`src/rtl/irq_pkg.sv`:
```
// Shared constants for the interrupt scheduler: cause codes, irq_i bit
// indices, mstatus enable bits, privilege encodings and the FSM state enum.
package irq_pkg;

  localparam int NUM_IRQ = 6;

  localparam logic [3:0] IRQ_SSI = 4'd1;
  localparam logic [3:0] IRQ_MSI = 4'd3;
  localparam logic [3:0] IRQ_STI = 4'd5;
  localparam logic [3:0] IRQ_MTI = 4'd7;
  localparam logic [3:0] IRQ_SEI = 4'd9;
  localparam logic [3:0] IRQ_MEI = 4'd11;

  // irq_i bit order is {MEIP, SEIP, MTIP, STIP, MSIP, SSIP}
  localparam int B_SSIP = 0;
  localparam int B_MSIP = 1;
  localparam int B_STIP = 2;
  localparam int B_MTIP = 3;
  localparam int B_SEIP = 4;
  localparam int B_MEIP = 5;

  localparam int MSTATUS_SIE = 1;
  localparam int MSTATUS_MIE = 3;

  localparam logic [1:0] PRIV_U = 2'd0;
  localparam logic [1:0] PRIV_S = 2'd1;
  localparam logic [1:0] PRIV_M = 2'd3;

  typedef enum logic [2:0] {
    ST_IDLE,
    ST_HOLD,
    ST_ISSUE,
    ST_FLUSH,
    ST_BACKOFF
  } state_e;

  typedef struct packed {
    logic [4:0]  op;
    logic [63:0] pc;
    logic [63:0] tval;
    logic [63:0] wdata;
  } sysop_t;

  // The bit ordering makes the cause code of irq_i[idx] simply 2*idx+1.
  function automatic logic [3:0] irq_cause(input int unsigned idx);
    return 4'(2 * idx + 1);
  endfunction

endpackage

```
`src/rtl/irq_prio.sv`:
```
// Takeable-interrupt filter and fixed-priority encoder.
// Purely combinational; o_cause is 0 when o_valid is low.
module irq_prio
  import irq_pkg::*;
(
  input  logic [NUM_IRQ-1:0] i_irq,
  input  logic [63:0]        i_mie,
  input  logic [63:0]        i_mideleg,
  input  logic [63:0]        i_mstatus,
  input  logic [1:0]         i_priv,
  output logic               o_valid,
  output logic [3:0]         o_cause
);

  logic [NUM_IRQ-1:0] w_take;
  logic               w_m_en;
  logic               w_s_en;
  logic               w_unused;

  // Delegated interrupts are never enabled at M, since priv==M fails both terms.
  assign w_m_en = (i_priv != PRIV_M) | i_mstatus[MSTATUS_MIE];
  assign w_s_en = (i_priv == PRIV_U) | ((i_priv == PRIV_S) & i_mstatus[MSTATUS_SIE]);

  for (genvar g = 0; g < NUM_IRQ; g++) begin : g_take
    localparam int C = 2 * g + 1;
    assign w_take[g] = i_irq[g] & i_mie[C] & (i_mideleg[C] ? w_s_en : w_m_en);
  end

  always_comb begin
    o_valid = |w_take;
    o_cause = '0;
    if      (w_take[B_MEIP]) o_cause = irq_cause(B_MEIP);
    else if (w_take[B_MSIP]) o_cause = irq_cause(B_MSIP);
    else if (w_take[B_MTIP]) o_cause = irq_cause(B_MTIP);
    else if (w_take[B_SEIP]) o_cause = irq_cause(B_SEIP);
    else if (w_take[B_SSIP]) o_cause = irq_cause(B_SSIP);
    else if (w_take[B_STIP]) o_cause = irq_cause(B_STIP);
  end

  assign w_unused = ^{i_mie, i_mideleg, i_mstatus};

endmodule

```
`src/rtl/irq_sched.sv`:
```
// Interrupt scheduler: stalls the pipeline, waits for quiet, injects one trap op.
// Optional IRQ_SYNC_EN adds a two-flop synchronizer on every irq_i bit.
module irq_sched
  import irq_pkg::*;
#(
  parameter int HOLD_TIMEOUT = 16
) (
  input  logic               clk,
  input  logic               rst_n,
  input  logic [NUM_IRQ-1:0] irq_i,
  input  logic [63:0]        mie_i,
  input  logic [63:0]        mideleg_i,
  input  logic [63:0]        mstatus_i,
  input  logic [1:0]         priv_i,
  input  logic [4:0]         pipe_op_i,
  input  logic [63:0]        pipe_pc_i,
  input  logic [63:0]        pipe_tval_i,
  input  logic [63:0]        pipe_wdata_i,
  input  logic               pipe_quiet_i,
  input  logic [63:0]        resume_pc_i,
  input  logic               trap_en_i,
  output logic               stall_o,
  output logic [4:0]         csr_op_o,
  output logic [63:0]        csr_pc_o,
  output logic [63:0]        csr_tval_o,
  output logic [63:0]        csr_wdata_o,
  output logic               csr_irq_o
);

  localparam int CNT_W = (HOLD_TIMEOUT > 2) ? $clog2(HOLD_TIMEOUT) : 1;
  localparam logic [CNT_W-1:0] CNT_LAST = CNT_W'(HOLD_TIMEOUT - 1);

  logic [NUM_IRQ-1:0] w_irq;
  logic               w_valid;
  logic [3:0]         w_cause;
  logic               w_exc;
  sysop_t             w_pipe;
  sysop_t             w_csr;

  state_e             r_state;
  logic               r_stall;
  logic               r_irq;
  logic [CNT_W-1:0]   r_cnt;
  logic [3:0]         r_cause;
  logic [63:0]        r_pc;

`ifdef IRQ_SYNC_EN
  logic [1:0][NUM_IRQ-1:0] r_sync;

  always_ff @(posedge clk or negedge rst_n) begin
    if (!rst_n) r_sync <= '0;
    else        r_sync <= {r_sync[0], irq_i};
  end
  assign w_irq = r_sync[1];
`else
  assign w_irq = irq_i;
`endif

  irq_prio u_prio (
    .i_irq     (w_irq),
    .i_mie     (mie_i),
    .i_mideleg (mideleg_i),
    .i_mstatus (mstatus_i),
    .i_priv    (priv_i),
    .o_valid   (w_valid),
    .o_cause   (w_cause)
  );

  assign w_exc  = pipe_op_i[4];
  assign w_pipe = '{op: pipe_op_i, pc: pipe_pc_i, tval: pipe_tval_i, wdata: pipe_wdata_i};

  always_ff @(posedge clk or negedge rst_n) begin
    if (!rst_n) begin
      r_state <= ST_IDLE;
      r_stall <= 1'b0;
      r_irq   <= 1'b0;
      r_cnt   <= '0;
      r_cause <= '0;
      r_pc    <= '0;
    end else begin
      case (r_state)
        // A pipeline exception owns the cycle; the interrupt is re-evaluated after it.
        ST_IDLE: if (!w_exc && w_valid) begin
          r_state <= ST_HOLD;
          r_stall <= 1'b1;
          r_cnt   <= '0;
        end
        ST_HOLD: begin
          if (w_exc || !w_valid) begin
            r_state <= ST_IDLE;
            r_stall <= 1'b0;
            r_cnt   <= '0;
          end else if (pipe_quiet_i) begin
            // Cause is chosen here, so a late higher-priority interrupt still wins.
            r_state <= ST_ISSUE;
            r_cause <= w_cause;
            r_pc    <= resume_pc_i;
            r_irq   <= 1'b1;
            r_cnt   <= '0;
          end else if (r_cnt == CNT_LAST) begin
            r_state <= ST_BACKOFF;
            r_stall <= 1'b0;
            r_cnt   <= '0;
          end else begin
            r_cnt <= r_cnt + 1'b1;
          end
        end
        ST_ISSUE: begin
          r_state <= ST_FLUSH;
          r_irq   <= 1'b0;
        end
        ST_FLUSH: begin
          r_state <= ST_IDLE;
          r_stall <= 1'b0;
        end
        ST_BACKOFF: begin
          if (r_cnt == CNT_LAST) begin
            r_state <= ST_IDLE;
            r_cnt   <= '0;
          end else begin
            r_cnt <= r_cnt + 1'b1;
          end
        end
        default: begin
          r_state <= ST_IDLE;
          r_stall <= 1'b0;
          r_irq   <= 1'b0;
          r_cnt   <= '0;
        end
      endcase
    end
  end

  always_comb begin
    w_csr = w_pipe;
    case (r_state)
      ST_ISSUE: w_csr = '{op: {1'b1, r_cause}, pc: r_pc, tval: '0, wdata: '0};
      ST_FLUSH: w_csr.op = '0;
      default: ;
    endcase
  end

  assign stall_o     = r_stall;
  assign csr_irq_o   = r_irq;
  assign csr_op_o    = w_csr.op;
  assign csr_pc_o    = w_csr.pc;
  assign csr_tval_o  = w_csr.tval;
  assign csr_wdata_o = w_csr.wdata;

`ifndef SYNTHESIS
  // The CSR unit must take the redirect in the same cycle the trap op is offered.
  irq_sched_err: assert property (@(posedge clk) disable iff (!rst_n)
    (r_state == ST_ISSUE) |-> trap_en_i);
`endif

endmodule

```
`config.mk`:
```
export PLATFORM = sky130hd
export DESIGN_NAME = irq_sched
export DESIGN_NICKNAME = d
export VERILOG_FILES = /design/src/rtl/irq_pkg.sv /design/src/rtl/irq_prio.sv /design/src/rtl/irq_sched.sv
export SDC_FILE = /design/constraint.sdc
export NUM_CORES = 1
export LEC_CHECK = 0
export CORE_AREA = 4 4 254 256
export CTS_CLUSTER_DIAMETER = 50
export CTS_CLUSTER_SIZE = 16
export DETAILED_ROUTE_END_ITERATION = 6
export DIE_AREA = 0 0 258 260
export SETUP_SLACK_MARGIN = 0.1
export SYNTH_ARGS = -nofsm -noshare
export SYNTH_HDL_FRONTEND = slang
export SYNTH_SLANG_ARGS = --single-unit
```
`constraint.sdc`:
```
create_clock -name clk -period 3 [get_ports clk]
set_input_delay 0.6 -clock clk [delete_from_list [all_inputs] [get_ports clk]]
set_output_delay 0.6 -clock clk [all_outputs]
set_load 0.02 [all_outputs]
```
; After elaboration in Yosys (flattened, before gate mapping)
; Cells that the tools add are included.
[word_totals]
reg_bits = 77
latch_bits = 0
mem_bits_rw = 0
romBits = 0
output_inout_bits = 199
n_memories = 0
[classes]
n_addsub = 1
multipliers = 0
div_mod_pow = 0
n_lt_le_gt_ge = 0
n_eq_ne = 14
shifts = 0
mux = 33
n_bitwise = 19
reduce_logical = 15
[op_table]
columns = cell, count
row1 = $mux W192, 1
row2 = $mux W4, 9
row3 = $mux W3, 6
row4 = $pmux W4 S4, 1
row5 = $and A1 B1 Y1, 13
row6 = $mux W1, 12
row7 = $pmux W3 S4, 1
row8 = $ne A2 B2 Y1 const B, 5
row9 = $pmux W5 S2, 1
row10 = $reduce_and A3 Y1, 3
row11 = $eq A3 B2 Y1 const B, 2
row12 = $ne A3 B3 Y1 const B, 2
row13 = $reduce_or A6 Y1, 1
row14 = $add A4 B1 Y4 const B, 1
row15 = $eq A4 B4 Y1 const B, 1
row16 = $ne A4 B4 Y1 const B, 1
row17 = $not A1 Y1, 4
row18 = $reduce_and A4 Y1, 1
row19 = $reduce_or A2 Y1, 2
row20 = $eq A3 B1 Y1 const B, 1
row21 = $eq A3 B3 Y1 const B, 1
row22 = $logic_not A3 Y1, 1
row23 = $pmux W1 S3, 1
row24 = $reduce_or A3 Y1, 1
row25 = 8 further kinds, 10

; Depth between registers and ports, before layout
; Gate-level depths: netlist of run 1.
[depth]
ltp_word = 11
mapped_depth = 7
mapped_depth_nobuf = 6

; By module
; Synthesis of run 1 repeated with hierarchy kept, for this count alone.
[unflattened]
cells_unflattened = 467
area_unflattened_um2 = 4998.5
[modules_own_cells]
columns = module, instances, cells_each, area_per_inst_um2, seq_area_each_um2
row1 = irq_sched, 1, 430, 4747.1, 1926.8
row2 = irq_prio, 1, 37, 251.5, 0.0

; Worst setup path before layout of run 1
; OpenSTA, ideal clock, no wires.
[synth_timing]
path_kind = flip-flop to output port
from = register r_state[1]
to = output csr_pc_o[12]
t_arrival_ns = 1.801
t_required_ns = 2.400
path_slack_ns = 0.599
stages_incl_launch_ff = 8
path_cell_list = dfrtp_1 > buf_2 > nand2b_1 > clkbuf_1 > nor2_1 > clkbuf_1 > buf_2 > mux2_2
[synth_between]
elab_chain_cells = 2
[synth_rtl]
columns = item, line
row1 = from (decl), irq_sched.sv:40  ; state_e r_state;
row2 = from (signal assigned), irq_sched.sv:74  ; r_state <= ST_IDLE;
row3 = from (signal assigned), irq_sched.sv:84  ; r_state <= ST_HOLD;
row4 = from (signal assigned), irq_sched.sv:90  ; r_state <= ST_IDLE;
row5 = $eq A3 B2 Y1, irq_sched.sv:136  ; case (r_state)
row6 = $mux W192, irq_sched.sv:136
row7 = to (decl), irq_sched.sv:24  ; output logic [63:0] csr_pc_o,
; Every way passes these cells.

; Final worst setup path of run 1
[layout_timing]
from = register r_state[2]
to = output csr_pc_o[25]
; Same word-level chain as after synthesis.

==> reports/summary.txt, run 1 <==
Crit-path cells: nand2b_4 -> nor2_4 -> buf_12 -> buf_12 -> buf_8 -> buf_16 -> mux2_2 -> buf_4
Synth area leaders: dfrtp_1 (37%), mux2_4 (17%), nor2b_1 (15%)
Die height: 260 um
Most common cell on crit path: buf_12
Post-synthesis register bit count: 77
Clock Sinks: 77
HP Class: in -> async
Post-layout instance area: 11600 sq um
Antenna Nets Post-Route: 0
Setup TNS: 0 ns
Via density: 3.02
DR pass1 iterations: 4
Synth Instances: 467
Met3 Use GR: 0.0330
Final Cycle Share: 0.928
Final hold violations: 0
Total number of vias: 5512
Layout cells sized above 1: 0.223
Starting DRT DRC Count: 166
Final number of setup-violating endpoints: 0
Worst setup path class: reg -> out
Port bufs: 484
Post-DP HPWL: 21.0 mm
Routed len/inst: 14.7 um
CTS Buffer Depth: 2
Unrepaired setup endpoints after global routing: true
Max FO, Critical Path: 15
CTS buffer count: 9
Area Overhead vs Synth: 122%
Yosys top cell by area: dfrtp_1
First-pass GRT wire length: 37.7 mm
Post-synth top area share: 0.369
Placer Congestion: 0.908
Startpoint Class: flip-flop
Worst Setup SP: r_state[2]$_DFFE_PN0P_
Netlist Area Pre-Place: 5220 sq um
Setup Skew: 0.0120 ns
Vias in the first global route: 6000
Critical Path RT: 2.40 ns
Slew HR: 0.587
Die width: 258 um
Fraction of registers with async set/reset: 1.00
Slew Limit Fails: 0
GRT met2 Usage: 0.134
EDFF count, synth: 0
Total track usage: 0.0764
Global routing's busiest layer: met2
Initial antenna violation count: 3
Ys Warns: 0
CP Buf/Inv Count: 5
WP data arrival: 2.19 ns
CTS tree: built
Max Cap Viol: 0
Core Box Area: 62500 sq um
Worst R2R End: r_pc[34]$_DFFE_PN0P_
Total gr overflow: 0
Register area share after synthesis: 0.369
Reg2Reg Depth: 8
Maximum clock rate: 359 MHz
Worst r2r src: r_state[0]$_DFFE_PN0P_
Rows: 92
Clk_lat worst skew: 0.37 ns
CTS clk-pin slew, worst paths: 0.07 ns
Synth Flop Type: dfrtp_1
DP Area: 11300 sq um
Setup crit end kind: output pin
Met1 Use GR: 0.0795
Nets: 1437
Status: finished clean
I/O pin count: 664
Pleak: 4.78 nW
Syn Nets: 933
Remaining routing DRC violations: 0
Synth cell types: 48
Overall power: 7.07 mW
H-tree levels: 3
Top delay family on crit path: buffers and inverters
Final worst path period need: 2.79 ns
Peak supply drop: 0.000307 V
Worst-Margin Slew: 0.619 ns
Largest net degree at the start of global routing: 51
Cts-stage hold buffer count: 0
Clock root cell: clkbuf_16
Crit path depth: 8
Initial Utilization: 0.0836
FF-to-FF setup slack: 0.71 ns
Power density relative to cell area: 610 nW/um^2
Die area: 67100 sq um
Max stage delay cell, worst path: dfrtp_1
Syn Area/Cell: 11.2 sq um
Max incr delay on CP: 0.38 ns
Final WL: 26.8 mm
==> final cells by class <==
cell class / instances / area (sq um)
fillers: 6939 / 50900
repair buffers: 524 / 5120
flip-flops and latches: 77 / 1930
clock inverters: 7 / 106
multi-input cells: 352 / 3120
well taps: 846 / 1060
clock buffers: 9 / 225
inverters: 7 / 26.3
diodes: 2 / 5.00
==> sequential cells by signal, summed over array words and instances (netlist names) <==
| signal | count |
|---|---|
| r_cnt | 4 |
| csr_irq_o | 1 |
| r_pc | 64 |
| stall_o | 1 |
| r_state | 3 |
| r_cause | 4 |
==> logic make-up (layout without fill, tap and decap cells) <==
kind of cell	Yosys count	count (layout)	synth area share
muxes	130	130	0.323
adders and majority gates	1	1	0.00239
and+or+nand+nor	184	184	0.214
AOI/OAI and AO/OA	37	37	0.0522
other	0	2	0
buffers and inverters	38	547	0.0388
DFF	77	77	0.369
==> worst max path at each step <==
stage,endpoint,slack [ns]
2_1_floorplan,csr_pc_o[12],0.60
3_3_place_gp,r_pc[0]$_DFFE_PN0P_,0.006
3_5_place_dp,r_pc[0]$_DFFE_PN0P_,0.002
4_1_cts,csr_pc_o[2],0.10
5_1_grt,csr_pc_o[25],0.09
6_report,csr_pc_o[25],0.21
==> metrics by stage <==
step           setup WS [ns]  utilization  cells  hold WS, ns
3_3_place_gp         0.00573        0.180   1796        0.457
4_1_cts                0.102        0.185   1821        0.233
3_5_place_dp         0.00155        0.180   1796        0.459
6_report               0.215        0.185   1824        0.243
2_1_floorplan          0.599            -    467        0.304
5_1_grt               0.0921        0.185   1823        0.258
==> what timing repair did <==
action,CTS,global route
setup buffers,6,0
cloned,3,1
gates resized for setup,211,7
endpoints found under the setup margin,146,17
pin swaps,1,1
==> power by group <==
part           switching [mW]  internal (mW)  leakage, nW
Sequential              0.281           1.52        0.940
Combinational            1.85           2.13         3.68
Clock                   0.542          0.744        0.156
==> metal layers <==
metal / share of wire / routed length (um)
met5: 0 / 0
met4: 0.035 / 929
met3: 0.099 / 2640
met2: 0.50 / 13400
met1: 0.37 / 9870
==> cells in the final DEF (no fill, tap or decap), types with 9 or more instances in the layout <==
cell             instances
mux2_4                  60
dfrtp_1                 77
nor2b_1                126
mux2_2                  68
buf_4                   32
dlygate4sd2_1          151
buf_12                   9
clkbuf_16               10
nand2_1                 14
clkdlybuf4s50_1        314
==> cell usage after synthesis (all sizes together), types with 3 or more instances <==
cell type,instances
mux2,130
nand2b,3
a21oi,8
a31o,3
a31oi,3
dfrtp,77
nand4,4
nor2,9
clkbuf,17
nand2,15
nor3,3
and3,4
nand3,5
nor2b,130
buf,14
nand3b,3
inv,7
o21ai,9
(Power assumes the default switching activity.)
==> run 2, diff against run 1 <==
--- a/config.mk
+++ b/config.mk
@@ -5,11 +5,12 @@
 export SDC_FILE = /design/constraint.sdc
 export NUM_CORES = 1
 export LEC_CHECK = 0
-export CORE_AREA = 4 4 254 256
+export CORE_AREA = 4 4 258 260
 export CTS_CLUSTER_DIAMETER = 50
 export CTS_CLUSTER_SIZE = 16
 export DETAILED_ROUTE_END_ITERATION = 6
-export DIE_AREA = 0 0 258 260
+export DIE_AREA = 0 0 262 264
+export DONT_BUFFER_PORTS = 1
 export SETUP_SLACK_MARGIN = 0.1
 export SYNTH_ARGS = -nofsm -noshare
 export SYNTH_HDL_FRONTEND = slang
==> reports/summary.txt, run 2 (same netlist as run 1, synthesis figures left out) <==
Status: finished clean
Layout cells sized above 1: 0.378
Initial Utilization: 0.0815
Worst-Margin Slew: 0.603 ns
Port bufs: 0
Maximum clock rate: 368 MHz
Unrepaired setup endpoints after global routing: false
Final WL: 22.3 mm
Biggest register: r_pc
Nets: 934
Post-DP HPWL: 17.8 mm
CTS clk-pin slew, worst paths: 0.07 ns
Remaining routing DRC violations: 0
Total track usage: 0.0574
DP Cell Count: 1310
HP Class: in -> async
Die height: 264 um
Setup Skew: 0.0237 ns
CTS Buffer Depth: 2
FILL cells: 7323
Area Overhead vs Synth: 28.2%
Power density relative to cell area: 852 nW/um^2
Worst R2R End: r_pc[61]$_DFFE_PN0P_
Worst r2r src: r_state[0]$_DFFE_PN0P_
Final number of setup-violating endpoints: 0
Slew HR: 0.597
Setup TNS: 0 ns
Reg2Reg Depth: 6
Vias in the first global route: 3915
Total number of vias: 3856
Slew Limit Fails: 0
Die width: 262 um
Antenna Nets Post-Route: 0
Peak supply drop: 0.000328 V
Via density: 2.86
Critical Path RT: 2.40 ns
FF-to-FF setup slack: 0.60 ns
Final hold violations: 0
Most frequent cells in the layout: nor2b_1 (129), dfrtp_1 (76), mux2_2 (67), mux2_4 (61), buf_4 (16)
Largest net degree at the start of global routing: 138
Clock Sinks: 77
Rows: 93
Worst setup path class: reg -> out
Pleak: 2.48 nW
Setup crit end kind: output pin
Clock root cell: clkbuf_16
CTS buffer count: 9
Top flop regs: r_pc x64, r_cause x4, r_cnt x4
CTS tree: built
Max Cap Viol: 0
First-pass GRT wire length: 27.6 mm
Die area: 69200 sq um
Final worst path period need: 2.72 ns
Starting DRT DRC Count: 212
Non-Filler Instances: 1346
Placer Congestion: 0.886
Final Cycle Share: 0.905
WP data arrival: 2.12 ns
Clk_lat worst skew: 0.37 ns
Max FO, Critical Path: 57
Max FFs per register: 64
Routed len/inst: 16.6 um
H-tree levels: 3
I/O pin count: 664
Total gr overflow: 0
Startpoint Class: flip-flop
Initial antenna violation count: 19
Core Box Area: 64100 sq um
Most common cell after layout, fill and taps aside: nor2b_1
DR pass1 iterations: 4
[run 2: cell count changes in the layout (fill, tap and decap cells not counted), sizes merged]
cell | previous run | this run
buf | 53 | 20
bufbuf | 2 | 0
bufinv | 2 | 1
clkbuf | 10 | 11
clkdlybuf4s15 | 3 | 0
clkdlybuf4s50 | 314 | 0
clkinv | 0 | 2
clkinvlp | 2 | 1
diode | 2 | 18
dlygate4sd2 | 151 | 0
inv | 10 | 9
[run 2: critical path, stage by stage, from the launching register on]
cell and delay [ns]:
dfrtp_2 0.47, nand2b_1 0.15, nor2_4 0.25, buf_12 0.27, mux2_2 0.48
[run 2: worst max path at each step]
stage | from | to | slack, ns | cells past startpoint
floorplan | r_state[1]$_DFFE_PN0P_ | csr_pc_o[12] | 0.60 | 7
finish | r_state[1]$_DFFE_PN0P_ | csr_pc_o[28] | 0.28 | 4
CTS | r_state[1]$_DFFE_PN0P_ | csr_pc_o[22] | 0.09 | 4
global placement | priv_i[0] | r_pc[61]$_DFFE_PN0P_ | 0.43 | 6
global route | r_state[1]$_DFFE_PN0P_ | csr_pc_o[28] | 0.14 | 4
detailed placement | priv_i[0] | r_pc[61]$_DFFE_PN0P_ | 0.44 | 6
[run 2: repair_timing]
item / CTS / global route
resized for setup: 1 / 3
setup buffers: 0 / 0
hold buffers: 1 / 0
hold endpoints to repair: 77 / 0
pin swaps: 0 / 0
endpoints found under the setup margin: 7 / 17
gates cloned: 0 / 1
[run 2: metrics by stage]
stage | setup slack, ns | util | total power, mW | area, sq um | hold slack, ns
floorplan | 0.599 | - | 3.95 | 5220 | 0.304
global placement | 0.433 | 0.0983 | 4.42 | 6300 | 0.307
CTS | 0.0866 | 0.104 | 5.83 | 6640 | 0.0952
finish | 0.284 | 0.104 | 5.71 | 6700 | 0.138
global route | 0.138 | 0.104 | 6.06 | 6690 | 0.125
detailed placement | 0.437 | 0.0983 | 4.45 | 6300 | 0.307
[run 2: per-layer routing]
| layer | track usage | wire, um | vias up |
|---|---|---|---|
| met2 | 0.0974 | 10800 | 381 |
| li1 | - | - | 1633 |
| met3 | 0.0239 | 2730 | 52 |
| met1 | 0.0543 | 7390 | 1790 |
| met5 | 0 | 0 | - |
| met4 | 0.0456 | 1460 | 0 |
[run 2: area by class of cell]
| class | instances | area, sq um | area share |
|---|---|---|---|
| clock inverters | 6 | 71.3 | 0.0106 |
| clock buffers | 10 | 229 | 0.0342 |
| inverters | 7 | 26.3 | 0.00392 |
| multi-input cells | 352 | 3110 | 0.464 |
| diodes | 18 | 45.0 | 0.00672 |
| well taps | 855 | 1070 | 0.160 |
| flip-flops and latches | 77 | 1930 | 0.288 |
| repair buffers | 21 | 224 | 0.0334 |
[run 2: where the power goes]
group	internal, mW	switching, mW
Combinational	1.09	1.57
Sequential	1.52	0.317
Clock	0.656	0.554
==> run 3, diff against run 2 <==
--- a/config.mk
+++ b/config.mk
@@ -11,6 +11,7 @@
 export DETAILED_ROUTE_END_ITERATION = 6
 export DIE_AREA = 0 0 262 264
 export DONT_BUFFER_PORTS = 1
+export MAX_ROUTING_LAYER = met4
 export SETUP_SLACK_MARGIN = 0.1
 export SYNTH_ARGS = -nofsm -noshare
 export SYNTH_HDL_FRONTEND = slang
==> reports/summary.txt, run 3 (same netlist as run 1, synthesis figures left out) <==
Final hold violations: 0
Routed len/inst: 16.7 um
Via density: 2.89
WP data arrival: 2.13 ns
CP Buf/Inv Count: 1
H-tree levels: 3
CTS clk-pin slew, worst paths: 0.08 ns
Status: finished clean
Max FFs per register: 64
Post-layout instance area: 6690 sq um
First-pass GRT wire length: 27.6 mm
Worst-Margin Slew: 0.606 ns
Most frequent cells in the layout: nor2b_1 (129), dfrtp_1 (76), mux2_2 (67), mux2_4 (61), buf_4 (16)
Max stage delay cell, worst path: mux2_2
Die area: 69200 sq um
Startpoint Class: flip-flop
Total number of vias: 3880
Die height: 264 um
Clock root cell: clkbuf_16
Top flop regs: r_pc x64, r_cause x4, r_cnt x4
Clk_lat worst skew: 0.38 ns
Final Cycle Share: 0.911
Max Cap Viol: 0
Port bufs: 0
Worst setup path class: reg -> out
Clock Sinks: 77
Nets: 934
FILL cells: 7323
Worst r2r src: r_state[0]$_DFFE_PN0P_
Top delay family on crit path: multiplexers
Maximum clock rate: 366 MHz
Slew Limit Fails: 0
Die width: 262 um
Max FO, Critical Path: 56
DP Area: 6300 sq um
Post-CTS setup buffers: 0
Max incr delay on CP: 0.48 ns
Area Overhead vs Synth: 28.1%
CTS buffer count: 9
I/O pin count: 664
Remaining routing DRC violations: 0
Final number of setup-violating endpoints: 0
Layout cells sized above 1: 0.378
HP Class: in -> async
Crit-path cells: nand2b_1 -> nor2_4 -> buf_12 -> mux2_2
CTS tree: built
Unrepaired setup endpoints after global routing: false
Vias in the first global route: 3918
Setup TNS: 0 ns
Setup crit end kind: output pin
Setup Skew: 0.0257 ns
Initial antenna violation count: 20
Placer Congestion: 0.901
Final worst path period need: 2.73 ns
Most common cell after layout, fill and taps aside: nor2b_1
Critical Path RT: 2.40 ns
Biggest register: r_pc
Rows: 93
Antenna Nets Post-Route: 0
Slew HR: 0.595
Post-DP HPWL: 17.8 mm
Pleak: 2.48 nW
Starting DRT DRC Count: 197
CTS Buffer Depth: 2
Largest net degree at the start of global routing: 138
Total track usage: 0.0590
Peak supply drop: 0.000329 V
Total gr overflow: 0
Worst Setup SP: r_state[1]$_DFFE_PN0P_
Min Hold Slack: 0.135 ns
Initial Utilization: 0.0815
DR pass1 iterations: 4
Core Box Area: 64100 sq um
Final WL: 22.4 mm
Power density relative to cell area: 854 nW/um^2
[run 3: cell types whose count changed in the layout (fill, tap and decap cells not counted)]
cell and change:
diode_2 -3
[run 3: metrics by stage]
step	total power [mW]	worst slack, ns	util	cells
after floorplan	3.95	0.599	-	467
after global placement	4.42	0.433	0.0983	1310
after detailed placement	4.45	0.437	0.0983	1310
after CTS	5.83	0.0866	0.104	1327
after global routing	6.06	0.132	0.104	1343
final	5.72	0.267	0.104	1343
[run 3: power by group]
part | switching [mW] | internal, mW | leakage, nW | total, mW
Combinational | 1.57 | 1.09 | 1.40 | 2.66
Clock | 0.560 | 0.656 | 0.145 | 1.22
Sequential | 0.318 | 1.52 | 0.938 | 1.84
Total | 2.45 | 3.27 | 2.48 | 5.72
[run 3: final timing paths]
path,to,slack (ns),cells after the start
hold / removal,r_pc[47]$_DFFE_PN0P_,0.14,1
setup reg to reg,r_pc[61]$_DFFE_PN0P_,0.57,6
min in group clk,r_pc[54]$_DFFE_PN0P_,0.36,1
max in group asynchronous,r_state[1]$_DFFE_PN0P_,2.49,1
setup / recovery,csr_pc_o[28],0.27,4
hold reg to reg,r_cause[0]$_DFFE_PN0P_,0.47,1
[run 3: timing repair]
item | in CTS | in global routing
setup endpoints to repair | 7 | 17
gates resized for setup | 1 | 3
endpoints found under the hold margin | 77 | 0
cloned | 0 | 1
hold buffers | 1 | 0
[run 3: layout make-up]
class | count | area (sq um) | share of cell area
clock buffers | 10 | 229 | 0.0342
repair buffers | 21 | 224 | 0.0335
flip-flops and latches | 77 | 1930 | 0.288
multi-input cells | 352 | 3110 | 0.464
diodes | 15 | 37.5 | 0.00561
well taps | 855 | 1070 | 0.160
clock inverters | 6 | 71.3 | 0.0107
inverters | 7 | 26.3 | 0.00393
[run 3: routing by layer]
layer | up-vias | part of all wire | GRT usage
li1 | 1628 | - | -
met1 | 1786 | 0.33 | 0.0543
met2 | 410 | 0.48 | 0.0974
met3 | 56 | 0.13 | 0.0234
met4 | 0 | 0.064 | 0.0456
met5 | - | 0 | -
